**config.mk**
```make
export PLATFORM = sky130hd
export DESIGN_NAME = conv2_seq_ctrl
export DESIGN_NICKNAME = d
export VERILOG_FILES = /design/src/rtl/conv2_pkg.sv /design/src/rtl/conv2_tap_counter.sv /design/src/rtl/conv2_seq_ctrl.sv
export SDC_FILE = /design/constraint.sdc
export NUM_CORES = 1
export LEC_CHECK = 0
export BUFFER_PORTS_ARGS = -buffer_cell sky130_fd_sc_hd__buf_2
export CORE_UTILIZATION = 42
export CTS_CLUSTER_SIZE = 10
export DETAILED_ROUTE_END_ITERATION = 7
export GPL_TIMING_DRIVEN = 0
export SKIP_CTS_REPAIR_TIMING = 1
export SYNTH_ARGS = -nofsm -noshare
export SYNTH_HDL_FRONTEND = slang
export SYNTH_HIERARCHICAL = 1
export SYNTH_SLANG_ARGS = --single-unit
```
**constraint.sdc**
```tcl
create_clock -name clk -period 6.6 [get_ports clk]
set_clock_uncertainty 0.2 [all_clocks]
set_input_delay 1.32 -clock clk [delete_from_list [all_inputs] [get_ports clk]]
set_output_delay 1.32 -clock clk [all_outputs]
set_load 0.1 [all_outputs]
```
**src/rtl/conv2_pkg.sv**
```systemverilog
// Shared constants, state encoding and address types for the conv2 layer sequencer.
package conv2_pkg;

    localparam int IN_DIM  = 12;
    localparam int OUT_DIM = 8;
    localparam int K       = 5;
    localparam int N_CH    = 3;
    localparam int TAPS    = K * K;

    typedef enum logic [2:0] {IDLE, ISSUE, DRAIN, WRITE, DONE} state_t;

    typedef logic [7:0] in_addr_t;
    typedef logic [6:0] w_addr_t;
    typedef logic [5:0] out_addr_t;

    // v*12 as shift-add so no multiplier is inferred
    function automatic logic [7:0] times_in_dim(input logic [7:0] v);
        return (v << 3) + (v << 2);
    endfunction

endpackage

```
**src/rtl/conv2_tap_counter.sv**
```systemverilog
// kr/kc nested kernel-tap counter; wraps to tap 0 after the last tap.
module conv2_tap_counter
    import conv2_pkg::*;
(
    input  logic       clk,
    input  logic       reset,
    input  logic       clr,
    input  logic       en,
    output logic [2:0] kr,
    output logic [2:0] kc,
    output logic       last_tap
);

    localparam logic [2:0] K_LAST = 3'(K - 1);

    assign last_tap = (kr == K_LAST) && (kc == K_LAST);

    always_ff @(posedge clk) begin
        if (reset || clr) begin
            kr <= '0;
            kc <= '0;
        end else if (en) begin
            if (kc == K_LAST) begin
                kc <= '0;
                kr <= (kr == K_LAST) ? 3'd0 : kr + 3'd1;
            end else begin
                kc <= kc + 3'd1;
            end
        end
    end

endmodule

```
**src/rtl/conv2_seq_ctrl.sv**
```systemverilog
// Conv2 sequencer: walks a 5x5 kernel over a 12x12 map for three 8x8 output channels.
module conv2_seq_ctrl
    import conv2_pkg::*;
#(
    parameter int RD_LAT = 1
)
(
    input  logic       clk,
    input  logic       reset,
    input  logic       start,
    input  logic       out_ready,
    output logic [7:0] in_addr,
    output logic [6:0] w_addr,
    output logic       mac_clr,
    output logic       mac_en,
    output logic       out_we,
    output logic [5:0] out_addr,
    output logic [1:0] out_ch,
    output logic       busy,
    output logic       done,
    output logic [2:0] state_dbg
);

    localparam logic [1:0] DRAIN_LAST = 2'(RD_LAT - 1);
    localparam logic [2:0] DIM_LAST   = 3'(OUT_DIM - 1);
    localparam logic [1:0] CH_LAST    = 2'(N_CH - 1);

    state_t      state;
    logic [1:0]  ch;
    logic [1:0]  drain;
    logic [2:0]  row;
    logic [2:0]  col;
    logic [2:0]  kr;
    logic [2:0]  kc;
    logic        last_tap;
    logic        issue;
    logic        tap0;
    logic        last_col;
    logic        last_row;
    logic        last_pixel;
    logic [RD_LAT-1:0] en_sr;
    logic [RD_LAT-1:0] clr_sr;
    in_addr_t    r_sum;
    in_addr_t    c_sum;
    w_addr_t     ch_w;
    w_addr_t     kr_w;

    assign issue      = (state == ISSUE);
    assign tap0       = issue && (kr == 3'd0) && (kc == 3'd0);
    assign last_col   = (col == DIM_LAST);
    assign last_row   = (row == DIM_LAST);
    assign last_pixel = (ch == CH_LAST) && last_row && last_col;

    conv2_tap_counter u_tap (
        .clk      (clk),
        .reset    (reset),
        .clr      (!issue),
        .en       (issue),
        .kr       (kr),
        .kc       (kc),
        .last_tap (last_tap)
    );

    always_ff @(posedge clk) begin
        if (reset) begin
            state <= IDLE;
            ch    <= '0;
            row   <= '0;
            col   <= '0;
            drain <= '0;
        end else begin
            case (state)
                IDLE:  if (start) state <= ISSUE;
                ISSUE: if (last_tap) state <= DRAIN;
                DRAIN: begin
                    if (drain == DRAIN_LAST) begin
                        drain <= '0;
                        state <= WRITE;
                    end else begin
                        drain <= drain + 2'd1;
                    end
                end
                WRITE: begin
                    if (out_ready) begin
                        if (last_col) begin
                            col <= '0;
                            if (last_row) begin
                                row <= '0;
                                ch  <= (ch == CH_LAST) ? 2'd0 : ch + 2'd1;
                            end else begin
                                row <= row + 3'd1;
                            end
                        end else begin
                            col <= col + 3'd1;
                        end
                        state <= last_pixel ? DONE : ISSUE;
                    end
                end
                DONE:    state <= IDLE;
                default: state <= IDLE;
            endcase
        end
    end

    // Tap strobes delayed by the memory read latency so mac_en meets the read data
    always_ff @(posedge clk) begin
        if (reset) begin
            en_sr  <= '0;
            clr_sr <= '0;
        end else begin
            en_sr[0]  <= issue;
            clr_sr[0] <= tap0;
            for (int i = 1; i < RD_LAT; i++) begin
                en_sr[i]  <= en_sr[i-1];
                clr_sr[i] <= clr_sr[i-1];
            end
        end
    end

    assign r_sum = 8'(row) + 8'(kr);
    assign c_sum = 8'(col) + 8'(kc);
    assign ch_w  = 7'(ch);
    assign kr_w  = 7'(kr);

    assign in_addr = issue ? times_in_dim(r_sum) + c_sum : '0;
    assign w_addr  = issue ? (ch_w << 4) + (ch_w << 3) + ch_w + (kr_w << 2) + kr_w + 7'(kc) : '0;

    assign mac_en  = en_sr[RD_LAT-1];
    assign mac_clr = clr_sr[RD_LAT-1];

    // Handshake: a write transfers in exactly the cycles where state is WRITE and
    // out_ready=1; out_we is that AND, and out_addr/out_ch hold steady while stalled.
    assign out_we    = (state == WRITE) && out_ready;
    assign out_addr  = (6'(row) << 3) + 6'(col);
    assign out_ch    = ch;
    assign busy      = (state == ISSUE) || (state == DRAIN) || (state == WRITE);
    assign done      = (state == DONE);
    assign state_dbg = state;

endmodule

```
* Word level (Yosys, flattened, before mapping)
Cells that the tools add are included.
Operators by class: add/subtract/negate cells 16, multiply operators 0, muxes and demuxes 14, eq/ne operators 13, div/mod/pow operators 0, shifts and indexed selects 0, reduce and logical (&&, ||, !) cells 19, magnitude comparators 0, bitwise logic cells 0
Operators with widths (number):
- 3-bit 2-to-1 mux | 9
- 3-bit == test (second input constant) | 5
- 7-bit by 3-bit adder with 7-bit output | 2
- 3-bit by 1-bit adder with 3-bit output (second input constant) | 4
- 3-bit case mux with 4 select lines | 1
- 3-bit zero test | 3
- 3-bit by 3-bit adder with 4-bit output | 2
- 7-bit by 6-bit adder with 8-bit output | 1
- 8-bit by 4-bit adder with 8-bit output | 1
- 8-bit 2-to-1 mux | 1
- 2-bit != test (second input constant) | 4
- 4-bit AND reduction | 2
- 6-bit by 5-bit adder with 7-bit output | 1
- 7-bit by 2-bit adder with 7-bit output | 1
- 7-bit by 5-bit adder with 7-bit output | 1
- 7-bit 2-to-1 mux | 1
- 6-bit by 3-bit adder with 6-bit output | 1
- 3-bit by 2-bit == test with 1-bit output (second input constant) | 2
- 1-bit logical AND | 6
- 2-bit by 1-bit adder with 2-bit output (second input constant) | 2
- 2-bit 2-to-1 mux | 2
- 2-bit AND reduction | 2
- 3-bit by 1-bit == test with 1-bit output (second input constant) | 1
- 1-bit logical OR | 3
- 4 further kinds | 4
Word-level totals: register bits after elaboration 21, memories 0, memory bits (writable) 0, bits of input ports 4, latch bits 0, bits in read-only memories 0, word-level logic and storage cells 71

* Longest topological paths before layout
depth in word-level cells 6, depth in mapped cells 9, depth with buffers taken out 9

* Cells and area by module
The synthesis kept the hierarchy.
By module, submodules not included:
- conv2_seq_ctrl | instances 1, area an instance 1510.2 um2, sequential area each 300.3 um2, cells an instance 171
- conv2_tap_counter | instances 1, area an instance 330.3 um2, sequential area each 120.1 um2, cells an instance 35

* Worst setup path after synthesis
Ideal clock, no wire load.
path type reg2out, from register row[0], to output port in_addr[5], slack 0.226 ns, arrival 4.854 ns, data required time 5.080 ns, cell stages (with the launch flop) 9, cells stage by stage dfxtp_1 ha_1 fa_1 ha_1 ha_1 nor2b_1 o21ai_0 and3_1 nor3_1
Between the ends: longest elaborated chain between the ends 4
Ends and longest elaborated chain:
- from (decl) | RTL line conv2_seq_ctrl.sv:31 | logic [2:0] row;
- from (signal assigned) | RTL line conv2_seq_ctrl.sv:91 | row <= row + 3'd1;
- 3-bit by 3-bit adder with 4-bit output | RTL line conv2_seq_ctrl.sv:120 | assign r_sum = 8'(row) + 8'(kr);
- 7-bit by 6-bit adder with 8-bit output | RTL line conv2_pkg.sv:18 | return (v << 3) + (v << 2);
- 8-bit by 4-bit adder with 8-bit output | RTL line conv2_seq_ctrl.sv:125 | assign in_addr = issue ? times_in_dim(r_sum) + c_sum : '0;
- 8-bit 2-to-1 mux | RTL line conv2_seq_ctrl.sv:125
- to (decl) | RTL line conv2_seq_ctrl.sv:12 | output logic [7:0] in_addr,
No other way between the ends.

* Final worst setup path
from register u_tap.kr[0], to output port in_addr[5]
Between the ends: longest elaborated chain between the ends 4
Ends and longest elaborated chain:
- from (decl) | RTL line conv2_tap_counter.sv:9 | output logic [2:0] kr,
- from (signal assigned) | RTL line conv2_tap_counter.sv:25 | kr <= (kr == K_LAST) ? 3'd0 : kr + 3'd1;
- 3-bit by 3-bit adder with 4-bit output | RTL line conv2_seq_ctrl.sv:120
- 7-bit by 6-bit adder with 8-bit output | RTL line conv2_pkg.sv:18
- 8-bit by 4-bit adder with 8-bit output | RTL line conv2_seq_ctrl.sv:125
- 8-bit 2-to-1 mux | RTL line conv2_seq_ctrl.sv:125
No other way between the ends.

==> results.md <==
* Share of post-route cells with drive strength above 1 at 0.213
* Initial Utilization at 0.447
* Maximum VDD drop at 0.0653 mV
* # port buffers at 34
* Unrepaired setup endpoints after global routing: false
* CTS H-tree lvls at 1
* Final setup viols at 0
* Root Driver: clkbuf_8
* Final hold violation count at 0
* Iter 0 DRT Violations at 45
* Max Slew Vio Count at 0
* Syn Nets at 251
* Clk slew on worst S/H paths at 80 ps
* Most used cell, CP: ha_1
* # fillers at 388
* First-pass GRT wire length at 5930 um
* CP cell instances: ha_1, fa_1, ha_1, ha_1, nor2b_1, o21ai_0, and3_1, nor3_1, buf_2
* Die Height at 68.2 um
* Routed via count at 1,454
* Crit Path Category: reg2out
* Commonest cells post-synth: ha_1, inv_1, dfxtp_1, nor2_1, a21oi_1
* Drt wl/cell at 12.0 um
* Least-Margin Pin Slew at 494 ps
* DRC Markers at 0
* Final min period at 4760 ps
* Routability cong. at 0.750
* Vias in the first global route at 1,301
* Die Footprint at 0.00465 mm^2
* Hold crit path type: reg2reg
* Final WL at 3530 um
* Clock sinks at 21
* Crit. End Element: primary output
* Ys Warns at 6
* Growth of design area from synthesis to finish at 15.2%
* CTS tree: yes
* Cell Area, Synth at 0.00184 mm^2
* GR Overflow Total at 0
* Syn Inst Count at 206
* Final setup TNS at 0 ps
* Largest net degree at the start of global routing at 15
* Initial antenna violation count at 0
* Final worst path period share at 0.722
* Most common cell in the netlist: ha_1
* Post-synthesis sequential area ratio at 0.228
* Status: finished clean
* Synth Flop Type: dfxtp_1
* Yosys cell types at 44
* Worst Path Required at 5080 ps
* Fmax at 210 MHz
* Rel. slew slack at 0.673
* Non-filler cells, final at 294
* PD cells at 117 mW/mm^2
* Post-DP HPWL at 2870 um
* Vias per cell at 4.95
* WP data arrival at 3240 ps
* Chip width at 68.2 um
* Antenna cell count at 0
* CTS Buffer Depth at 2
* Final core utilization at 0.515
* Avg Inst Size Synth at 8.93 um^2
* Final net count at 290
* GRT Util Overall at 0.172
* Critical path fanouts, max at 8
* Core footprint at 0.00412 mm^2
* Worst path slowest cell: dfxtp_1
* Post-synth top area cell: dfxtp_1
* Worst-Skew Late Latency at 260 ps
* Rows at 23
* Crit start category: flip-flop
* Drt pass-1 iters at 4
* Final ANT Viol Nets at 0
* Leak at 0.00113 uW
* Dpl cells at 290
* Largest cells by area after synthesis: dfxtp_1, ha_1, fa_1
* # IOs at 35
* Yosys reg bits at 21
* Delay of the slowest critical-path stage at 530 ps
* Top cell type's share of synthesized area at 0.228
* CTS Buf Count at 3
* Synth async-reset ratio at 0
* MaxCap Viol Count at 0
* Number of synthesized flops with an enable pin at 0
registers in the layout, indices dropped and copies added, names as in the netlist:
name	count
col	3
drain	2
mac_clr	1
mac_en	1
out_ch	2
row	3
state_dbg	3
u_tap/kc	3
u_tap/kr	3
cell families after synthesis:
logic type	count (synthesis)	share of synthesized area
xor gates and xnor gates	5	0.0238
adders and majority gates	41	0.311
and+or+nand+nor	68	0.208
DFF	21	0.228
AOI/OAI and AO/OA	36	0.122
buffers and inverters	30	0.0788
muxes	5	0.0272
worst paths after layout:
path               startpoint           end  slack [ps]  cells after the start
setup / recovery  u_tap/kr[0]    in_addr[5]        1840                      9
hold / removal         col[2]        col[2]         310                      2
setup reg to reg  u_tap/kr[0]  state_dbg[0]        4560                      6
hold reg to reg        col[2]        col[2]         310                      2
power by group:
| group | total, uW | switching (uW) | internal, uW |
|---|---|---|---|
| logic | 30.0 | 22.9 | 7.03 |
| registers | 129 | 0.866 | 128 |
| clock network | 88.7 | 46.5 | 42.1 |
| total | 247 | 70.3 | 177 |
area by class of cell:
type | count | area, um^2 | area share
multi-input cells | 155 | 1270 | 0.602
flip-flops and latches | 21 | 420 | 0.198
repair buffers | 34 | 170 | 0.0803
inverters | 24 | 91.3 | 0.0431
well taps | 50 | 62.6 | 0.0295
plain buffers | 6 | 53.8 | 0.0254
clock buffers | 3 | 41.3 | 0.0195
clock inverters | 1 | 5.00 | 0.00236
per-stage QoR:
| step | cell area [um^2] | hold WS, ps | power [uW] | worst slack, ps |
|---|---|---|---|---|
| 2_1_floorplan | 1840 | 282 | 155 | 226 |
| 3_3_place_gp | 2070 | 298 | 162 | 2100 |
| 3_5_place_dp | 2070 | 288 | 162 | 2100 |
| 4_1_cts | 2120 | 303 | 249 | 1800 |
| 5_1_grt | 2120 | 343 | 257 | 1610 |
| 6_report | 2120 | 309 | 247 | 1840 |
cell usage in the layout, fill, tap and decap left out, types with 2 or more instances in the layout:
| master | n |
|---|---|
| buf_2 | 34 |
| ha_1 | 33 |
| inv_1 | 22 |
| dfxtp_1 | 21 |
| nor2_1 | 17 |
| a21oi_1 | 15 |
| nand2_1 | 12 |
| nor3_1 | 8 |
| fa_1 | 8 |
| and2_1 | 6 |
| a21o_1 | 5 |
| mux2i_1 | 5 |
| buf_6 | 4 |
| a211oi_1 | 4 |
| o21ai_0 | 4 |
| nor2b_1 | 4 |
| nand3_1 | 4 |
| xor2_1 | 3 |
| clkbuf_8 | 3 |
| clkinv_2 | 2 |
| xnor2_1 | 2 |
| o211ai_1 | 2 |
| and3_1 | 2 |
| and4_1 | 2 |
metal layers:
metal,GRT usage,part of all wire
met1,0.239,0.52
met5,0,0
met3,0.0250,0.025
met4,0.0729,0.018
met2,0.262,0.44
worst max-delay path: cells and delay by family (launching register included):
| family | cells | cell delay, ps |
|---|---|---|
| buffers and inverters | 1 | 450 |
| AO/OA/AOI/OAI | 1 | 140 |
| adder cells (fa/ha/maj) | 4 | 1330 |
| flip-flops | 1 | 530 |
| AND/OR/NAND/NOR | 3 | 530 |
No activity file was read; power rests on OpenSTA's default activity.
